===== src/rtl/axi_meta_arb_pkg.sv =====
// Shared types and sizes for the two-master meta AXI4 arbiter in front of ddr_sdram_ctrl.
package axi_meta_arb_pkg;

  localparam int NUM_REQ = 2;
  localparam int LEN_W   = 8;

  typedef enum logic [2:0] {
    ST_IDLE  = 3'd0,
    ST_WADDR = 3'd1,
    ST_WDATA = 3'd2,
    ST_WRESP = 3'd3,
    ST_RADDR = 3'd4,
    ST_RDATA = 3'd5
  } state_e;

endpackage


===== src/rtl/axi_meta_rr_pick.sv =====
// Registered 2-way round-robin picker; also chooses write vs read when a master has both pending.
module axi_meta_rr_pick
  import axi_meta_arb_pkg::*;
(
  input  logic               clk,
  input  logic               rst_n,
  input  logic [NUM_REQ-1:0] i_aw_req,
  input  logic [NUM_REQ-1:0] i_ar_req,
  input  logic               i_pick_en,
  input  logic               i_done,
  output logic               o_req_any,
  output logic               o_pick_write,
  output logic               o_grant_id
);

  logic [NUM_REQ-1:0] w_req;
  logic               w_pick_id;
  logic               w_pick_aw;
  logic               w_pick_ar;
  logic               w_both;

  logic               r_rr_ptr;
  logic [NUM_REQ-1:0] r_op_toggle;
  logic               r_grant_id;

  assign w_req     = i_aw_req | i_ar_req;
  assign o_req_any = |w_req;

  // rr_ptr only matters when both masters compete; a lone requester always wins.
  assign w_pick_id = (&w_req) ? r_rr_ptr : w_req[1];
  assign w_pick_aw = i_aw_req[w_pick_id];
  assign w_pick_ar = i_ar_req[w_pick_id];
  assign w_both    = w_pick_aw & w_pick_ar;

  assign o_pick_write = w_both ? ~r_op_toggle[w_pick_id] : w_pick_aw;
  assign o_grant_id   = r_grant_id;

  // NOTE: state registers use non-blocking assignments so every flop samples pre-edge values.
  always_ff @(posedge clk or negedge rst_n) begin
    if (!rst_n) begin
      r_rr_ptr    <= 1'b0;
      r_op_toggle <= '0;
      r_grant_id  <= 1'b0;
    end else begin
      if (i_pick_en && o_req_any) begin
        r_grant_id <= w_pick_id;
        if (w_both) r_op_toggle[w_pick_id] <= ~r_op_toggle[w_pick_id];
      end
      if (i_done) r_rr_ptr <= ~r_grant_id;
    end
  end

endmodule


===== src/rtl/axi_meta_arbiter2.sv =====
// Arbitrates two meta AXI4 masters onto the single ddr_sdram_ctrl slave port, one burst at a time.
module axi_meta_arbiter2
  import axi_meta_arb_pkg::*;
#(
  parameter int A_WIDTH = 25,
  parameter int D_WIDTH = 16
) (
  input  logic               aclk,
  input  logic               aresetn,
  // master 0
  input  logic               s0_awvalid,
  output logic               s0_awready,
  input  logic [A_WIDTH-1:0] s0_awaddr,
  input  logic [7:0]         s0_awlen,
  input  logic               s0_wvalid,
  output logic               s0_wready,
  input  logic               s0_wlast,
  input  logic [D_WIDTH-1:0] s0_wdata,
  output logic               s0_bvalid,
  input  logic               s0_bready,
  input  logic               s0_arvalid,
  output logic               s0_arready,
  input  logic [A_WIDTH-1:0] s0_araddr,
  input  logic [7:0]         s0_arlen,
  output logic               s0_rvalid,
  input  logic               s0_rready,
  output logic               s0_rlast,
  output logic [D_WIDTH-1:0] s0_rdata,
  // master 1
  input  logic               s1_awvalid,
  output logic               s1_awready,
  input  logic [A_WIDTH-1:0] s1_awaddr,
  input  logic [7:0]         s1_awlen,
  input  logic               s1_wvalid,
  output logic               s1_wready,
  input  logic               s1_wlast,
  input  logic [D_WIDTH-1:0] s1_wdata,
  output logic               s1_bvalid,
  input  logic               s1_bready,
  input  logic               s1_arvalid,
  output logic               s1_arready,
  input  logic [A_WIDTH-1:0] s1_araddr,
  input  logic [7:0]         s1_arlen,
  output logic               s1_rvalid,
  input  logic               s1_rready,
  output logic               s1_rlast,
  output logic [D_WIDTH-1:0] s1_rdata,
  // controller side
  output logic               m_awvalid,
  input  logic               m_awready,
  output logic [A_WIDTH-1:0] m_awaddr,
  output logic [7:0]         m_awlen,
  output logic               m_wvalid,
  input  logic               m_wready,
  output logic               m_wlast,
  output logic [D_WIDTH-1:0] m_wdata,
  input  logic               m_bvalid,
  output logic               m_bready,
  output logic               m_arvalid,
  input  logic               m_arready,
  output logic [A_WIDTH-1:0] m_araddr,
  output logic [7:0]         m_arlen,
  input  logic               m_rvalid,
  output logic               m_rready,
  input  logic               m_rlast,
  input  logic [D_WIDTH-1:0] m_rdata,
  // status
  output logic               grant_id,
  output logic               busy,
  output logic               wlast_err
);

  logic [NUM_REQ-1:0] w_awvalid, w_wvalid, w_wlast, w_bready, w_arvalid, w_rready;
  logic [NUM_REQ-1:0] w_awready, w_wready, w_bvalid, w_arready, w_rvalid;
  logic [A_WIDTH-1:0] w_awaddr [NUM_REQ];
  logic [A_WIDTH-1:0] w_araddr [NUM_REQ];
  logic [LEN_W-1:0]   w_awlen  [NUM_REQ];
  logic [LEN_W-1:0]   w_arlen  [NUM_REQ];
  logic [D_WIDTH-1:0] w_wdata  [NUM_REQ];

  state_e             r_state, w_next;
  logic [LEN_W-1:0]   r_awlen;
  logic [LEN_W-1:0]   r_beat_cnt;
  logic               r_wlast_err;

  logic w_g, w_req_any, w_pick_write;
  logic w_aw_hs, w_w_hs, w_b_hs, w_ar_hs, w_r_hs, w_done;

  assign w_awvalid = {s1_awvalid, s0_awvalid};
  assign w_wvalid  = {s1_wvalid,  s0_wvalid};
  assign w_wlast   = {s1_wlast,   s0_wlast};
  assign w_bready  = {s1_bready,  s0_bready};
  assign w_arvalid = {s1_arvalid, s0_arvalid};
  assign w_rready  = {s1_rready,  s0_rready};
  assign w_awaddr[0] = s0_awaddr;  assign w_awaddr[1] = s1_awaddr;
  assign w_araddr[0] = s0_araddr;  assign w_araddr[1] = s1_araddr;
  assign w_awlen[0]  = s0_awlen;   assign w_awlen[1]  = s1_awlen;
  assign w_arlen[0]  = s0_arlen;   assign w_arlen[1]  = s1_arlen;
  assign w_wdata[0]  = s0_wdata;   assign w_wdata[1]  = s1_wdata;

  axi_meta_rr_pick u_pick (
    .clk          (aclk),
    .rst_n        (aresetn),
    .i_aw_req     (w_awvalid),
    .i_ar_req     (w_arvalid),
    .i_pick_en    (r_state == ST_IDLE),
    .i_done       (w_done),
    .o_req_any    (w_req_any),
    .o_pick_write (w_pick_write),
    .o_grant_id   (w_g)
  );

  assign w_aw_hs = m_awvalid & m_awready;
  assign w_w_hs  = m_wvalid & m_wready;
  assign w_b_hs  = m_bvalid & m_bready;
  assign w_ar_hs = m_arvalid & m_arready;
  assign w_r_hs  = m_rvalid & m_rready;
  assign w_done  = w_b_hs | (w_r_hs & m_rlast);

  always_ff @(posedge aclk or negedge aresetn) begin
    if (!aresetn) r_state <= ST_IDLE;
    else          r_state <= w_next;
  end

  always_comb begin
    w_next = r_state;
    unique case (r_state)
      ST_IDLE:  if (w_req_any) w_next = w_pick_write ? ST_WADDR : ST_RADDR;
      ST_WADDR: if (w_aw_hs) w_next = ST_WDATA;
      ST_WDATA: if (w_w_hs && m_wlast) w_next = ST_WRESP;
      ST_WRESP: if (w_b_hs) w_next = ST_IDLE;
      ST_RADDR: if (w_ar_hs) w_next = ST_RDATA;
      ST_RDATA: if (w_r_hs && m_rlast) w_next = ST_IDLE;
      default:  w_next = ST_IDLE;
    endcase
  end

  // Address/data paths follow grant_id unconditionally; only valid/ready are gated by state.
  assign m_awaddr = w_awaddr[w_g];
  assign m_awlen  = w_awlen[w_g];
  assign m_wdata  = w_wdata[w_g];
  assign m_wlast  = w_wlast[w_g];
  assign m_araddr = w_araddr[w_g];
  assign m_arlen  = w_arlen[w_g];

  // NOTE: every always_comb output gets a default first so no path can infer a latch.
  always_comb begin
    m_awvalid = 1'b0;
    m_wvalid  = 1'b0;
    m_bready  = 1'b0;
    m_arvalid = 1'b0;
    m_rready  = 1'b0;
    w_awready = '0;
    w_wready  = '0;
    w_bvalid  = '0;
    w_arready = '0;
    w_rvalid  = '0;
    unique case (r_state)
      ST_WADDR: begin m_awvalid = w_awvalid[w_g]; w_awready[w_g] = m_awready; end
      ST_WDATA: begin m_wvalid  = w_wvalid[w_g];  w_wready[w_g]  = m_wready;  end
      ST_WRESP: begin m_bready  = w_bready[w_g];  w_bvalid[w_g]  = m_bvalid;  end
      ST_RADDR: begin m_arvalid = w_arvalid[w_g]; w_arready[w_g] = m_arready; end
      ST_RDATA: begin m_rready  = w_rready[w_g];  w_rvalid[w_g]  = m_rvalid;  end
      default: ;
    endcase
  end

  assign s0_awready = w_awready[0];  assign s1_awready = w_awready[1];
  assign s0_wready  = w_wready[0];   assign s1_wready  = w_wready[1];
  assign s0_bvalid  = w_bvalid[0];   assign s1_bvalid  = w_bvalid[1];
  assign s0_arready = w_arready[0];  assign s1_arready = w_arready[1];
  assign s0_rvalid  = w_rvalid[0];   assign s1_rvalid  = w_rvalid[1];
  assign s0_rdata   = m_rdata;       assign s1_rdata   = m_rdata;
  assign s0_rlast   = m_rlast;       assign s1_rlast   = m_rlast;

  // Beat counter checks wlast placement against the latched awlen.
  always_ff @(posedge aclk or negedge aresetn) begin
    if (!aresetn) begin
      r_awlen     <= '0;
      r_beat_cnt  <= '0;
      r_wlast_err <= 1'b0;
    end else begin
      if (w_aw_hs) begin
        r_awlen    <= m_awlen;
        r_beat_cnt <= '0;
      end
      if (w_w_hs) begin
        r_beat_cnt <= r_beat_cnt + 8'd1;
        if (m_wlast != (r_beat_cnt == r_awlen)) r_wlast_err <= 1'b1;
      end
    end
  end

  assign busy      = (r_state != ST_IDLE);
  assign grant_id  = busy & w_g;
  assign wlast_err = r_wlast_err;

endmodule


===== config.mk =====
export PLATFORM = sky130hd
export DESIGN_NAME = axi_meta_arbiter2
export DESIGN_NICKNAME = d
export VERILOG_FILES = /design/src/rtl/axi_meta_arb_pkg.sv /design/src/rtl/axi_meta_rr_pick.sv /design/src/rtl/axi_meta_arbiter2.sv
export SDC_FILE = /design/constraint.sdc
export NUM_CORES = 1
export LEC_CHECK = 0
export BUFFER_PORTS_ARGS = -buffer_cell sky130_fd_sc_hd__buf_4
export CAP_MARGIN = 20
export CORE_AREA = 2 2 129 131
export CTS_BUF_LIST = sky130_fd_sc_hd__clkbuf_4
export DETAILED_ROUTE_END_ITERATION = 10
export DIE_AREA = 0 0 131 133
export PLACE_DENSITY_LB_ADDON = 0.15
export SLEW_MARGIN = 30
export SYNTH_ARGS = -nofsm -noshare
export SYNTH_HDL_FRONTEND = slang
export SYNTH_SLANG_ARGS = --single-unit

===== constraint.sdc =====
create_clock -name aclk -period 2 [get_ports aclk]
set_input_delay 0.4 -clock aclk [delete_from_list [all_inputs] [get_ports aclk]]
set_output_delay 0.4 -clock aclk [all_outputs]
set_load 0.05 [all_outputs]

Word level (Yosys, flattened, before mapping)
Cells that the tools add are included.
{"block": "totals", "register_bits": 24, "inputBits": 200, "elab_cells": 117, "out_inout_bits": 135}
{"block": "classes", "eq_ne": 13, "n_mux": 60, "bitwise": 18, "add_sub_neg": 1, "reduce_logical": 13, "order_cmp": 5}
{"operator": "$mux W25", "n": 6}
{"operator": "$mux W8", "n": 8}
{"operator": "$mux W16", "n": 3}
{"operator": "$mux W1", "n": 27}
{"operator": "$mux W3", "n": 7}
{"operator": "$pmux W3 S6", "n": 1}
{"operator": "$ne A2 B2 Y1 const B", "n": 6}
{"operator": "$and A2 B2 Y2", "n": 5}
{"operator": "$mux W2", "n": 5}
{"operator": "$add A8 B1 Y8 const B", "n": 1}
{"operator": "$and A1 B1 Y1", "n": 8}
{"operator": "$eq A8 B8 Y1", "n": 1}
{"operator": "$eq A3 B2 Y1 const B", "n": 2}
{"operator": "$eq A3 B3 Y1 const B", "n": 2}
{"operator": "$reduce_and A2 Y1", "n": 3}
{"operator": "$reduce_and A6 Y1", "n": 1}
{"operator": "$logic_and A1 B1 Y1", "n": 5}
{"operator": "$lt A1 B2 Y1 const B", "n": 2}
{"operator": "$eq A3 B1 Y1 const B", "n": 1}
{"operator": "$logic_not A3 Y1", "n": 1}
{"operator": "$reduce_bool A3 Y1", "n": 1}
{"operator": "$bwmux W2", "n": 1}
{"operator": "$demux W1 S1", "n": 2}
{"operator": "$ge A1 B1 Y1 const B", "n": 2}
{"operator": "other kinds (8)", "n": 9}

Longest topological paths before layout
{"block": "depth", "depth_word": 10, "ltp_mapped": 6}

By module
A second synthesis with hierarchy kept.
{"block": "unflattened", "hier_cells": 282, "area_unflattened_um2": 2810.2}
{"mod": "axi_meta_arbiter2", "cells_each": 260, "seq_area_each_um2": 500.5, "instances": 1, "area_per_inst_um2": 2596.2}
{"mod": "axi_meta_rr_pick", "cells_each": 22, "seq_area_each_um2": 100.1, "instances": 1, "area_per_inst_um2": 214.0}

Worst setup path before layout
Ideal clock, no wire load.
{"block": "synth_path", "path_kind": "register to output", "startpoint": "register u_pick.r_grant_id, in the netlist u_pick.o_grant_id", "endpoint": "output port s0_bvalid", "t_arrival_ns": 2.356, "slack_ns": -0.756, "path_buffers": 3, "stages_incl_launch_ff": 5, "required_ns": 1.600, "cell_sequence": "dfrtp_1 buf_6 buf_2 buf_2 nor4_1"}
{"block": "synth_between", "elab_chain_cells": 6, "word_cells_on_any_way": 7}
{"element": "start, declared", "line": "axi_meta_rr_pick.sv:24", "source": "logic r_grant_id;"}
{"element": "start signal, assigned", "line": "axi_meta_rr_pick.sv:46", "source": "r_grant_id <= w_pick_id;"}
{"element": "$lt A1 B2 Y1 (implied by the code) / $ge A1 B1 Y1 (equally long branches)", "line": "axi_meta_arbiter2.sv:161", "source": "ST_WRESP: begin m_bready = w_bready[w_g]; w_bvalid[w_g] = m_bvalid; end"}
{"element": "$logic_and A1 B1 Y1 (implied by the code)", "line": "axi_meta_arbiter2.sv:161"}
{"element": "$mux W1 (implied by the code)", "line": "axi_meta_arbiter2.sv:161"}
{"element": "$demux W1 S1 (*)", "line": "axi_meta_arbiter2.sv:161"}
{"element": "$and A2 B2 Y2 (no line) (*)"}
{"element": "$mux W2 (*)", "line": "axi_meta_arbiter2.sv:158", "source": "unique case (r_state)"}
{"element": "end, declared", "line": "axi_meta_arbiter2.sv:19", "source": "output logic s0_bvalid,"}
Every way passes the cells marked *; elsewhere a longest branch is shown, timed or not.

Final worst setup path
{"block": "layout_path", "startpoint": "register u_pick.r_grant_id, in the netlist u_pick.o_grant_id", "endpoint": "output port m_arvalid"}
{"block": "layout_between", "elab_chain_cells": 3}
{"element": "$mux W1 (implied by the code) (2 in series)", "line": "axi_meta_arbiter2.sv:162", "source": "ST_RADDR: begin m_arvalid = w_arvalid[w_g]; w_arready[w_g] = m_arready; end"}
{"element": "$mux W1", "line": "axi_meta_arbiter2.sv:158"}
{"element": "end, declared", "line": "axi_meta_arbiter2.sv:59", "source": "output logic m_arvalid,"}
Every way passes these cells. The select of a mux whose other input is x is not followed.

==> summary.md <==
| Metric | Value |
|---|---|
| CTS Buf Count | `3` |
| Chip width | `~130 µm` |
| Worst path required time | `approximately 1.6 ns` |
| Largest net degree at the start of global routing | `35` |
| Placer Congestion | `approximately 0.81` |
| Commonest non-fill, non-tap cells in the layout | `buf_4, mux2_2, buf_6, dfrtp_1, o21ai_0` |
| Final setup fails | `74` |
| Critical Path End Type | `output pin` |
| Total wire length | `roughly 17000 µm` |
| Setup TNS | `-4.87 ns` |
| Setup WS pre-CTS | `~0.066 ns` |
| Initial Util | `approximately 17%` |
| Post-synthesis sequential area ratio | `a little over a fifth` |
| Utilization after layout | `35.6%` |
| Synth Register Bits | `24` |
| Post-synth EDFFs | `0` |
| Total power | `between 7 and 8 mW` |
| Die ar. | `around 17000 µm²` |
| Pwr dens | `~1300 nW/µm²` |
| Commonest non-fill, non-tap cell in the layout | `buf_4` |
| Part of the cycle the worst path needs | `107%` |
| Vias in the first global route | `about 3.5k` |
| VDD IR max | `between 0.0007 and 0.0008 V` |
| Mapped cell area | `approximately 2800 µm²` |
| Slew at the pin with the worst max-slew slack | `around 0.41 ns` |
| Max-Cap Viols | `0` |
| Initial antenna violation count | `0` |
| Pleak | `between 2 and 3 nW` |
| Gr usage total | `around 18%` |
| Final Hold Viols | `0` |
| Clock root cell | `clkbuf_4` |
| Antenna Nets Post-Route | `0` |
| Post-synth top flop | `dfrtp_1` |
| I/O Buffers | `approximately 290` |
| Crit path time final | `~2.1 ns` |
| Slew margin rel. | `between 70% and 80%` |
| Reg clk slew, reported paths | `0.14 ns` |
| YS warnings | `0` |
| Arr. time, crit path | `roughly 1.7 ns` |
| Vias | `around 3.3k` |
| Detail Placement HPWL | `~14000 µm` |
| CTS Buffer Depth | `2` |
| Critical Path Source Type | `register` |
| Slew Viols, Final | `0` |
| Max Clock Skew | `roughly 0.0073 ns` |
| First-pass GRT wire length | `~22000 µm` |
| Rows | `47` |
| CTS tree | `built` |
| Syn avg cell area | `9.48 µm²` |
| Kind of critical path | `register to output pin` |
| Vias per Instance | `4.22` |
| Fmax achieved | `approximately 470 MHz` |
| Diode count | `0` |
| Final net count | `between 700 and 800` |
| Crit-path max FO | `6` |
| Overflow after GRT | `0` |
| Cells after synthesis | `slightly below 300` |
| Hold slack final | `between 0.4 and 0.5 ns` |
| Area growth, synth to finish | `105%` |
| Worst-skew pair later-pin latency | `0.32 ns` |
| Status | `finished, violations left` |
| Die Ht | `~130 µm` |
| RSZ-0062 raised after global routing | `yes` |
| Post-synth ARST share | `between 90% and 100%` |
| Synth Net Count | `around 500` |
| Share of layout cells above drive strength 1 | `around 79%` |
| Drt initial violations | `roughly 170` |
| Drt pass-1 iters | `4` |
| Core box area | `between 15000 and 20000 µm²` |
| Wire per inst | `~21 µm` |
| Clock sinks | `24` |
| Ports | `335` |
| Worst hold-check path type | `input pin to register` |
| Final worst setup slack | `-0.141 ns` |
| DR DRC count | `0` |
| Failing checks | `negative setup slack` |
| H-tree depth | `1` |
| Synth unique cells | `47` |
[layer usage]
metal / global-route usage (%) / part of all wire [%] / vias up
met1: 20.9 / 39 / 1575
met2: 33.0 / 54 / 172
met3: 4.37 / 7.6 / 2
met4: 1.00 / 0.14 / 0
li1: - / - / 1594
met5: 0 / 0 / -
[through the flow]
step | cell area [µm²] | cells
6_report | 5760 | 793
4_1_cts | 5530 | 781
3_3_place_gp | 5040 | 759
5_1_grt | 5760 | 793
2_1_floorplan | 2870 | 296
3_5_place_dp | 5040 | 759
[critical path: stages (launching register included)]
cell and delay, ns:
dfrtp_4 0.52, buf_4 0.15, buf_8 0.13, mux2_2 0.28, and3_4 0.19, buf_6 0.15
[path summary, 6_finish.rpt]
path                                   startpoint           endpoint  slack [ns]  depth (start not counted)
worst max-delay path            u_pick.o_grant_id          m_arvalid       -0.14                          5
worst max register to register  u_pick.o_grant_id         r_state[0]        0.09                          8
min in group asynchronous                 aresetn         r_state[1]        0.52                          2
worst min-delay path                    s0_bready    u_pick.r_rr_ptr        0.43                          4
worst min register to register          wlast_err          wlast_err        0.50                          1
max in group asynchronous                 aresetn  u_pick.o_grant_id        1.21                          2
[registers in the layout, indices dropped and copies added, names as in the netlist]
signal and count:
wlast_err 1, u_pick.r_rr_ptr 1, u_pick.r_op_toggle 2, r_state 3, r_awlen 8, r_beat_cnt 8, u_pick.o_grant_id 1
[cell usage after synthesis (all sizes together), types with 2 or more instances]
cell type | number | share of area, %
mux2i | 4 | 1.9
mux2 | 93 | 37
nand3 | 6 | 1.1
a2111oi | 2 | 0.85
dfrtp | 24 | 21
o211ai | 2 | 0.53
nor2 | 21 | 3.3
nand4bb | 2 | 1.4
nand2 | 14 | 1.9
a21oi | 4 | 0.71
o21ai | 15 | 2.7
and3 | 5 | 1.1
clkbuf | 2 | 0.27
a31oi | 3 | 0.67
nor3 | 2 | 0.36
nand4 | 5 | 1.1
nor4 | 6 | 1.3
or2 | 3 | 0.67
buf | 49 | 12
xnor2 | 11 | 3.4
o31ai | 2 | 0.53
nand2b | 3 | 0.67
inv | 4 | 0.53
[where the power goes]
part | switching (mW) | total, mW | internal, mW
Sequential | 0.164 | 0.823 | 0.659
Clock | 0.155 | 0.247 | 0.0916
Combinational | 3.52 | 6.26 | 2.73
[cell families after synthesis]
family	after synthesis	share of synthesized area, %
mux	97	39.2
simple gates	70	13.7
buf+inv	55	12.8
compound gates	37	8.69
flops	24	21.4
xor+xnor	12	3.74
fa+ha+maj	1	0.446
[area by class of cell]
class	count	area (µm²)
clock buffers	4	30.0
flip-flops and latches	24	607
fillers	1693	10400
multi-input cells	217	2000
repair buffers	324	2820
well taps	220	275
inverters	4	20.0
[repair_timing]
action / 4_1_cts / 5_1_grt
setup endpoints to repair: 97 / 100
endpoints found under the hold margin: 24 / 0
gates cloned: 1 / 2
hold buffers: 1 / 0
resized for setup: 81 / 33
pin swaps: 1 / 5
setup buffers: 16 / 12
Power figures use the tool's default switching activity.
